File: config.mk
export PLATFORM = sky130hd
export DESIGN_NAME = ext_mem_dma
export DESIGN_NICKNAME = d
export VERILOG_FILES = /design/src/rtl/ext_mem_pkg.sv /design/src/rtl/dma_addr_gen.sv /design/src/rtl/ext_mem_dma.sv
export SDC_FILE = /design/constraint.sdc
export NUM_CORES = 1
export LEC_CHECK = 0
export BUFFER_PORTS_ARGS = -buffer_cell sky130_fd_sc_hd__buf_2
export CORE_MARGIN = 10
export CORE_UTILIZATION = 52
export CTS_BUF_LIST = sky130_fd_sc_hd__clkbuf_16
export DETAILED_ROUTE_END_ITERATION = 8
export PLACE_DENSITY = 0.87
export SETUP_SLACK_MARGIN = 0.5
export SYNTH_ARGS = -nofsm -noshare
export SYNTH_HDL_FRONTEND = slang
export SYNTH_SLANG_ARGS = --single-unit
export TNS_END_PERCENT = 100
File: constraint.sdc
create_clock -name clk -period 3.6 [get_ports clk]
set_clock_uncertainty 0.05 [all_clocks]
set_input_delay 0.36 -clock clk [delete_from_list [all_inputs] [get_ports clk]]
set_output_delay 0.36 -clock clk [all_outputs]
set_load 0.01 [all_outputs]
File: src/rtl/ext_mem_pkg.sv
// Shared constants, state/direction types and the burst range check for the
// external-memory DMA initiator.
package ext_mem_pkg;

  localparam int EXT_AW    = 24;
  localparam int DW        = 32;
  localparam int LOC_AW    = 12;
  localparam int LEN_W     = 16;
  localparam int EXT_WORDS = 1 << 23;

  // Region bases inside external memory: model weights, then input data.
  localparam logic [EXT_AW-1:0] MODEL_BASE = 24'h000000;
  localparam logic [EXT_AW-1:0] INPUT_BASE = 24'h400000;

  typedef enum logic [2:0] {
    IDLE  = 3'd0,
    CHECK = 3'd1,
    LOAD  = 3'd2,
    STORE = 3'd3,
    DRAIN = 3'd4,
    DONE  = 3'd5
  } dma_state_e;

  typedef enum logic {
    DIR_LOAD  = 1'b0,
    DIR_STORE = 1'b1
  } dma_dir_e;

  // True when every word of the burst lies below EXT_WORDS. The sum is one bit
  // wider than an address so a burst running past 2**EXT_AW cannot alias low.
  function automatic logic burst_in_range(input logic [EXT_AW-1:0] ext,
                                          input logic [LEN_W-1:0]  len);
    logic [EXT_AW:0] end_addr;
    end_addr = {1'b0, ext} + (EXT_AW+1)'(len);
    return end_addr <= (EXT_AW+1)'(EXT_WORDS);
  endfunction

endpackage

File: src/rtl/dma_addr_gen.sv
// Burst counter and address incrementer shared by loads and stores.
// The issue side produces the address of the word being requested this cycle;
// the completion side is the same information one cycle later, lined up with
// the 1-cycle read latency of whichever memory is the source.
module dma_addr_gen
  import ext_mem_pkg::*;
(
  input  logic              clk,
  input  logic              rst_n,
  input  logic              clear,
  input  logic              step,
  input  logic [EXT_AW-1:0] ext_base,
  input  logic [LOC_AW-1:0] loc_base,
  input  logic [LEN_W-1:0]  len,
  output logic [EXT_AW-1:0] issue_ext,
  output logic [LOC_AW-1:0] issue_loc,
  output logic              last,
  output logic              comp_valid,
  output logic [EXT_AW-1:0] comp_ext,
  output logic [LOC_AW-1:0] comp_loc
);

  logic [LEN_W-1:0] idx;

  // Word index of the current issue; restarts for every accepted command.
  always_ff @(posedge clk or negedge rst_n) begin
    if (!rst_n) begin
      idx <= '0;
    end else if (clear) begin
      idx <= '0;
    end else if (step) begin
      idx <= idx + 1'b1;
    end
  end

  // Local addresses wrap modulo 2**LOC_AW by truncation; external addresses
  // cannot wrap because out-of-range bursts never reach the issue phase.
  assign issue_ext = ext_base + EXT_AW'(idx);
  assign issue_loc = loc_base + idx[LOC_AW-1:0];
  assign last      = (idx == (len - 1'b1));

  // Completion side: delayed copy of the issue strobe and addresses.
  always_ff @(posedge clk or negedge rst_n) begin
    if (!rst_n) begin
      comp_valid <= 1'b0;
      comp_ext   <= '0;
      comp_loc   <= '0;
    end else begin
      comp_valid <= step;
      comp_ext   <= issue_ext;
      comp_loc   <= issue_loc;
    end
  end

endmodule

File: src/rtl/ext_mem_dma.sv
// External-memory DMA initiator: one command at a time, bursts of words
// between external memory and the local buffer, done pulse on completion.
//
// Handshake: a command transfers on a rising edge where cmd_valid and
// cmd_ready are both high; cmd_ready is high only in IDLE, and cmd_valid may
// be held or dropped freely while cmd_ready is low without effect.
module ext_mem_dma
  import ext_mem_pkg::*;
(
  input  logic              clk,
  input  logic              rst_n,
  input  logic              cmd_valid,
  output logic              cmd_ready,
  input  logic              cmd_dir,
  input  logic [EXT_AW-1:0] cmd_ext_addr,
  input  logic [LOC_AW-1:0] cmd_loc_addr,
  input  logic [LEN_W-1:0]  cmd_len,
  output logic              done,
  output logic              err,
  output logic              mem_rd_en,
  output logic [EXT_AW-1:0] mem_rd_addr,
  output logic              mem_wr_en,
  output logic [EXT_AW-1:0] mem_wr_addr,
  output logic [DW-1:0]     mem_wdata,
  input  logic [DW-1:0]     mem_rdata,
  output logic              loc_we,
  output logic [LOC_AW-1:0] loc_waddr,
  output logic [DW-1:0]     loc_wdata,
  output logic              loc_re,
  output logic [LOC_AW-1:0] loc_raddr,
  input  logic [DW-1:0]     loc_rdata
);

  dma_state_e        state, state_next;
  dma_dir_e          dir_q;
  logic [EXT_AW-1:0] ext_q;
  logic [LOC_AW-1:0] loc_q;
  logic [LEN_W-1:0]  len_q;
  logic              err_q;

  logic              accept;
  logic              step;
  logic              last;
  logic              comp_valid;
  logic [EXT_AW-1:0] issue_ext, comp_ext;
  logic [LOC_AW-1:0] issue_loc, comp_loc;

  assign cmd_ready = (state == IDLE);
  assign accept    = cmd_valid && cmd_ready;
  assign step      = (state == LOAD) || (state == STORE);

  // State register; reset returns to IDLE and abandons any burst in flight.
  always_ff @(posedge clk or negedge rst_n) begin
    if (!rst_n) begin
      state <= IDLE;
    end else begin
      state <= state_next;
    end
  end

  // Next-state: empty or out-of-range commands skip straight to DONE.
  always_comb begin
    state_next = state;
    case (state)
      IDLE:  if (cmd_valid) state_next = CHECK;
      CHECK: begin
        if ((len_q == '0) || !burst_in_range(ext_q, len_q)) begin
          state_next = DONE;
        end else if (dir_q == DIR_STORE) begin
          state_next = STORE;
        end else begin
          state_next = LOAD;
        end
      end
      LOAD:    if (last) state_next = DRAIN;
      STORE:   if (last) state_next = DRAIN;
      DRAIN:   state_next = DONE;
      DONE:    state_next = IDLE;
      default: state_next = IDLE;
    endcase
  end

  // Command fields are captured once on acceptance and held for the burst.
  always_ff @(posedge clk or negedge rst_n) begin
    if (!rst_n) begin
      dir_q <= DIR_LOAD;
      ext_q <= '0;
      loc_q <= '0;
      len_q <= '0;
    end else if (accept) begin
      dir_q <= dma_dir_e'(cmd_dir);
      ext_q <= cmd_ext_addr;
      loc_q <= cmd_loc_addr;
      len_q <= cmd_len;
    end
  end

  // Range verdict is decided in CHECK and held until the done pulse.
  always_ff @(posedge clk or negedge rst_n) begin
    if (!rst_n) begin
      err_q <= 1'b0;
    end else if (state == CHECK) begin
      err_q <= (len_q != '0) && !burst_in_range(ext_q, len_q);
    end
  end

  dma_addr_gen u_addr_gen (
    .clk        (clk),
    .rst_n      (rst_n),
    .clear      (accept),
    .step       (step),
    .ext_base   (ext_q),
    .loc_base   (loc_q),
    .len        (len_q),
    .issue_ext  (issue_ext),
    .issue_loc  (issue_loc),
    .last       (last),
    .comp_valid (comp_valid),
    .comp_ext   (comp_ext),
    .comp_loc   (comp_loc)
  );

  // Strobes derive from reset-cleared flops, so they fall as soon as rst_n
  // drops. Address/data buses are zero whenever their strobe is low.
  assign done        = (state == DONE);
  assign err         = done && err_q;

  assign mem_rd_en   = (state == LOAD);
  assign mem_rd_addr = mem_rd_en ? issue_ext : '0;
  assign loc_we      = comp_valid && (dir_q == DIR_LOAD);
  assign loc_waddr   = loc_we ? comp_loc : '0;
  assign loc_wdata   = loc_we ? mem_rdata : '0;

  assign loc_re      = (state == STORE);
  assign loc_raddr   = loc_re ? issue_loc : '0;
  assign mem_wr_en   = comp_valid && (dir_q == DIR_STORE);
  assign mem_wr_addr = mem_wr_en ? comp_ext : '0;
  assign mem_wdata   = mem_wr_en ? loc_rdata : '0;

endmodule
Word-level counts from Yosys, hierarchy flattened

Index checks and enable logic that the tools add are counted.

Eq/ne operators: 8
Magnitude comparators: 1
Bitwise logic cells: 1
Add/sub/neg operators: 5
Reductions and logical operators: 14
Muxes and demuxes: 13

Operators by type and width:

| cell                    | count |
|---|---|
| $mux W32                | 2 |
| $mux W24                | 2 |
| $mux W16                | 2 |
| $add A24 B16 Y25        | 1 |
| $le A25 B24 Y1 const B  | 1 |
| $add A24 B16 Y24        | 1 |
| $mux W12                | 2 |
| $add A16 B1 Y16 const B | 1 |
| $eq A16 B16 Y1          | 1 |
| $logic_not A16 Y1       | 1 |
| $reduce_bool A16 Y1     | 1 |
| $sub A16 B1 Y16 const B | 1 |
| $add A12 B12 Y12        | 1 |
| $pmux W3 S4             | 1 |
| $mux W3                 | 3 |
| $eq A3 B2 Y1 const B    | 2 |
| $eq A3 B3 Y1 const B    | 2 |
| $logic_and A1 B1 Y1     | 5 |
| $eq A3 B1 Y1 const B    | 1 |
| $logic_not A3 Y1        | 1 |
| $logic_or A1 B1 Y1      | 2 |
| $ne A2 B1 Y1 const B    | 1 |
| $ne A2 B2 Y1 const B    | 1 |
| $reduce_and A2 Y1       | 1 |
| other kinds (5)         | 5 |

Bits of input ports: 120
Logic and storage cells: 52
Register bits after elaboration: 110
Output and inout bits: 143

Logic depth before layout (Yosys ltp)

Depth in word-level cells: 6
Mapped depth: 10
Depth with buffers taken out: 10

Hierarchy

Synthesis repeated with hierarchy kept, for this count alone.

Cell total of the unflattened synthesis: 875
Area total of the unflattened synthesis: 8,012.7 µm²

Modules (own cells, without submodules):

| module       | cells each | area each (µm²) | instances | seq. area each (µm²) |
|---|---|---|---|---|
| ext_mem_dma  | 483        | 4,400.5         | 1         | 1,426.4 |
| dma_addr_gen | 392        | 3,612.2         | 1         | 1,326.3 |

Worst setup path before layout

No wires, ideal clock.

Kind: register -> output
Start: register u_addr_gen.idx[1]
End: output mem_rd_addr[21]
Setup slack: 0.366 ns
Arrival time: 2.824 ns
Stages on the path, launching flop included: 10
Path buffers: 0
Required time: 3.190 ns
Cell sequence: dfrtp_1 ha_1 a21o_1 a21oi_1 o21ai_1 a2111oi_1 nor4_1 o311a_1 o2111ai_1 mux2i_1

Cells in the longest elaborated chain, start to end: 2

Ends and longest elaborated chain:

| what                     | line               | RTL |
|---|---|---|
| start: declaration       | dma_addr_gen.sv:23 | `logic [LEN_W-1:0] idx;` |
| start signal: assignment | dma_addr_gen.sv:32 | `idx <= idx + 1'b1;` |
| $add A24 B16 Y24         | dma_addr_gen.sv:38 | `assign issue_ext = ext_base + EXT_AW'(idx);` |
| $mux W24                 | ext_mem_dma.sv:129 | `assign mem_rd_addr = mem_rd_en ? issue_ext : '0;` |
| end: declaration         | ext_mem_dma.sv:21  | `output logic [EXT_AW-1:0] mem_rd_addr,` |

Every way passes these cells.

Final worst setup path

Start: register ext_q[0]
End: output mem_rd_addr[16]

Cells in the longest elaborated chain, start to end: 2

Ends and longest elaborated chain:

| what                     | line               | RTL |
|---|---|---|
| start: declaration       | ext_mem_dma.sv:36  | `logic [EXT_AW-1:0] ext_q;` |
| start signal: assignment | ext_mem_dma.sv:92  | `ext_q <= cmd_ext_addr;` |
| $add A24 B16 Y24         | dma_addr_gen.sv:38 |  |
| via issue_ext[16]        | ext_mem_dma.sv:45  | `logic [EXT_AW-1:0] issue_ext, comp_ext;` |
| $mux W24                 | ext_mem_dma.sv:129 |  |

The timed path passes the listed nets, and every way through them passes these cells.

==> results.md <==
- The congestion estimate from routability-driven global placement came to about 1.
- In this design, the stage delay of the slowest critical-path cell is 0.44 ns.
- Each instance of the synthesized netlist takes up on average around 9.3 sq um.
- The area inside the core boundary is 0.0153 sq mm.
- The final antenna-violating net count is 0.
- When the netlist entered floorplanning its net count stood at around 1,000.
- The width of the chip is 145 microns.
- The period utilization is 1.02.
- The critical path startpoint category is a flop.
- The net switching power of the design is 5.41 mW.
- The power per cell area is around 1000 mW/mm^2.
- The layout-stage area growth over the synthesis result is 32.8%.
- The cell chosen for the clock root is clkbuf_16.
- At the end of the flow, the number of nets in the layout was about 1,300.
- For this design the static power due to leakage is about 5.4 nW.
- Across the VDD grid, the largest voltage drop is roughly 630 uV.
- The TritonCTS clock tree is done.
- The final number of hold-violating endpoints is 0.
- Of the cells placed in the final design, the portion with a size suffix greater than 1 is 0.418.
- The run finished, with violations left.
- The count of endpoints failing setup in the final report is 2.
- The worst pin sits at a relative slew slack of 0.390.
- Based on the critical path, the design can be clocked at up to roughly 0.27 GHz.
- Of the total power, the clock network draws 0.100.
- The longest clock path from root to sink contains 2 buffers.
- The number of pins with negative max-slew slack in the final report is 0.
- The post-synthesis instance area is approximately 0.0081 sq mm.
- The final wirelength is 33,000 microns.
- The worst flop-to-flop path endpoint is state[0].
- Of the post-synthesis cell area, the dominant cell type holds 0.340.
- For this block, the initial DRC count from the detailed router was 860.
- The die covers ~0.021 sq mm.
- The placed standard-cell area is approximately 0.0096 sq mm.
- In this run, placement finished with an instance count of 1,315.
- For this run, the register share of the synthesized area comes to 0.340.
- The via count of the first global-routing pass was slightly below 8,000.
- In this run the worst hold path is classified as input pin to asynchronous set/reset pin.
- At the worst endpoint, the arrival time is 3.26 ns.
- Together, buffers and inverters on the worst path number 2.
- The worst register-to-register path has a setup slack of 0.34 ns.
- Setup repair after global routing could not meet its margin everywhere.
- The post-detailed-route DRC marker count is 0.
- Of the total power, the share spent switching nets is 0.489.
- The initial core utilization is 0.531.
- The most instantiated flip-flop cell in the synthesis netlist is dfrtp_1.
- Entering global routing, the biggest net connects 69 pins.
- The CTS buffer count is 9.
- Global routing finished with a remaining overflow of 0.
- The synthesized instance count is 873.
- The number of hold buffers added after CTS was 0.
- The H-tree was split into 3 levels.
- The number of top-level design ports is roughly 260.
- The most critical setup path has its startpoint at ext_q[0].
- The commonest cells after synthesis are 110 x dfrtp_1, 72 x and2_1, 68 x and3_1, 52 x mux2_2, 48 x nand2_1.
- The depth of the worst register-to-register path is 12.
- The required arrival time at the worst endpoint is about 3.2 ns.
- The critical path is of the flop to output port type.
- The cell with the most instances after synthesis is dfrtp_1.
- From bottom edge to top edge, the die measures about 140 microns.
- Summing all non-filler instances in the final layout gives an area of ~0.011 sq mm.
- The internal portion of the total power is ~5.6 mW.
- The number of iterations in the first detailed-routing pass is 5.
- Of the total power, combinational logic draws 0.669.
- Yosys mapped the design onto 77 distinct sky130hd cell types.
- The proportion of synthesized flip-flops having asynchronous set or reset is 1.00.
- The max-capacitance violation count is 0.
- The number of buffer cells added on primary ports is around 260.
- The number of vias in the routed layout is between 8,000 and 9,000.
- The CTS sink count is 110.
- The checks that failed: negative setup slack.
- The via density per instance is about 6.2.
- For this run, the total global-route usage over all layers was measured as 0.268.
- The critical path goes through ha_4, fa_2, a21o_1, a21oi_2, o21a_1, or3_4, a31oi_4, o41ai_2, buf_4, xnor2_2, and2_1, buf_2.
- dfrtp_1 takes more of the synthesized area than any other cell.
- In this run, synthesis inferred 0 flip-flops with an integrated enable.
- The startpoint identified for the worst register-to-register timing path is ext_q[0].
- The clock period minus worst slack is ~3.7 ns.
- The share of total power dissipated in sequential elements is 0.231.
- The clock latency of the later-clocked register in the worst-skew pair is around 0.38 ns.
- The detailed placer's ending HPWL is around 22,000 microns.
- After synthesis, the cell types taking the most area are dfrtp_1 34%, mux2_2 7.2%, ha_1 6.9%.
- The largest individual stage delay along the critical path comes from the cell dfrtp_1.
- The first global-routing pass estimated approximately 44,000 microns of wire.
- The maximum fanout encountered on the critical timing path is 4.
- The finished layout holds 1,375 standard cells, fillers aside.
- The initial antenna violation count is 2.
- The average wire per standard cell is 24.0 microns.
- The post-route worst setup slack is -0.0655 ns.
- STA classifies the critical path endpoint as an output port.
- The Yosys step of the flow raised 0 warnings.
- The floorplan has 45 rows.
- The cell type group with the largest total delay on the critical path is compound AO/OA/AOI/OAI gates.
- The slew at the pin with the worst max-slew slack is ~0.92 ns.
- The number of synthesized register bits is 110.
- The clock-pin slew on the worst setup and hold paths is ~0.08 ns.
[power by group through the flow]
stage	Clock, mW	Sequential [mW]	Combinational, mW
final	1.11	2.55	7.40
after global routing	1.15	2.60	7.88
after CTS	1.09	2.46	6.47
after detailed placement	0	2.47	6.02
after global placement	0	2.44	5.88
after floorplan	0	2.17	4.38
[flip-flops by register name, summed over array words and instances (netlist names)]
signal,flops
err_q,1
loc_q,12
u_addr_gen.comp_ext,24
u_addr_gen.idx,16
ext_q,24
len_q,16
u_addr_gen.comp_loc,12
dir_q,1
u_addr_gen.comp_valid,1
state,3
[timing repair]
action,CTS,global route
pin swaps,18,39
setup endpoints to repair,25,26
setup buffers,18,24
cloned,0,0
gates resized for setup,45,52
[cells in the final DEF, fill, tap and decap left out, types with 9 or more instances in the layout]
| master | count |
|---|---|
| and2_1 | 71 |
| nand3_1 | 13 |
| mux2i_1 | 15 |
| nor2_1 | 38 |
| o21ai_0 | 23 |
| nand2_1 | 48 |
| ha_1 | 33 |
| a21oi_2 | 9 |
| inv_1 | 23 |
| o21a_1 | 13 |
| dfrtp_1 | 103 |
| and3_1 | 68 |
| buf_4 | 51 |
| mux2_2 | 52 |
| a21oi_1 | 25 |
| ha_4 | 10 |
| xor2_1 | 26 |
| or3_1 | 11 |
| nor3_1 | 18 |
| or2_2 | 11 |
| buf_2 | 260 |
| a21o_1 | 13 |
| nand4_1 | 13 |
| clkbuf_16 | 9 |
| xnor2_1 | 34 |
[worst max-delay path by stage]
stage	to	cells after the start	slack, ns
global placement	state[0]	10	0.30
CTS	mem_rd_addr[23]	10	0.24
detailed placement	state[0]	10	0.22
floorplan	mem_rd_addr[21]	9	0.51
finish	mem_rd_addr[16]	12	-0.07
global route	mem_rd_addr[16]	12	-0.14
[cell type report]
cell class | count | area, sq um
inverters | 22 | 82.6
diodes | 2 | 5.00
multi-input cells | 698 | 5590
clock buffers | 9 | 225
flip-flops and latches | 110 | 2760
well taps | 211 | 264
repair buffers | 316 | 1750
clock inverters | 7 | 87.6
fillers | 1098 | 4490
[through the flow]
step | hold slack (ns) | worst slack (ns) | power [mW] | TNS [ns] | utilization
after detailed placement | 0.443 | 0.217 | 8.49 | 0 | 0.631
final | 0.0553 | -0.0655 | 11.1 | -0.0982 | 0.706
after global routing | 0.127 | -0.137 | 11.6 | -0.395 | 0.706
after global placement | 0.408 | 0.304 | 8.32 | 0 | 0.631
after floorplan | 0.0144 | 0.513 | 6.55 | 0 | -
after CTS | 0.0952 | 0.237 | 10.0 | 0 | 0.674
[layer usage]
layer  wire length (microns)  global-route usage  up-vias
met1                   11400               0.314     4046
met4                    2050               0.128        0
met3                    3480              0.0512      141
met5                       0                   0        -
met2                   16100               0.462      631
li1                        -                   -     3719
[kinds of logic after synthesis]
group                      after synthesis  synth area share
AOI/OAI and AO/OA                      170             0.143
xor gates and xnor gates                64            0.0691
adders and majority gates               48            0.0769
buffers and inverters                   65            0.0327
DFF                                    110             0.340
muxes                                   68            0.0921
and+or+nand+nor                        348             0.246
Note: power is estimated with default switching activity, not from simulation.
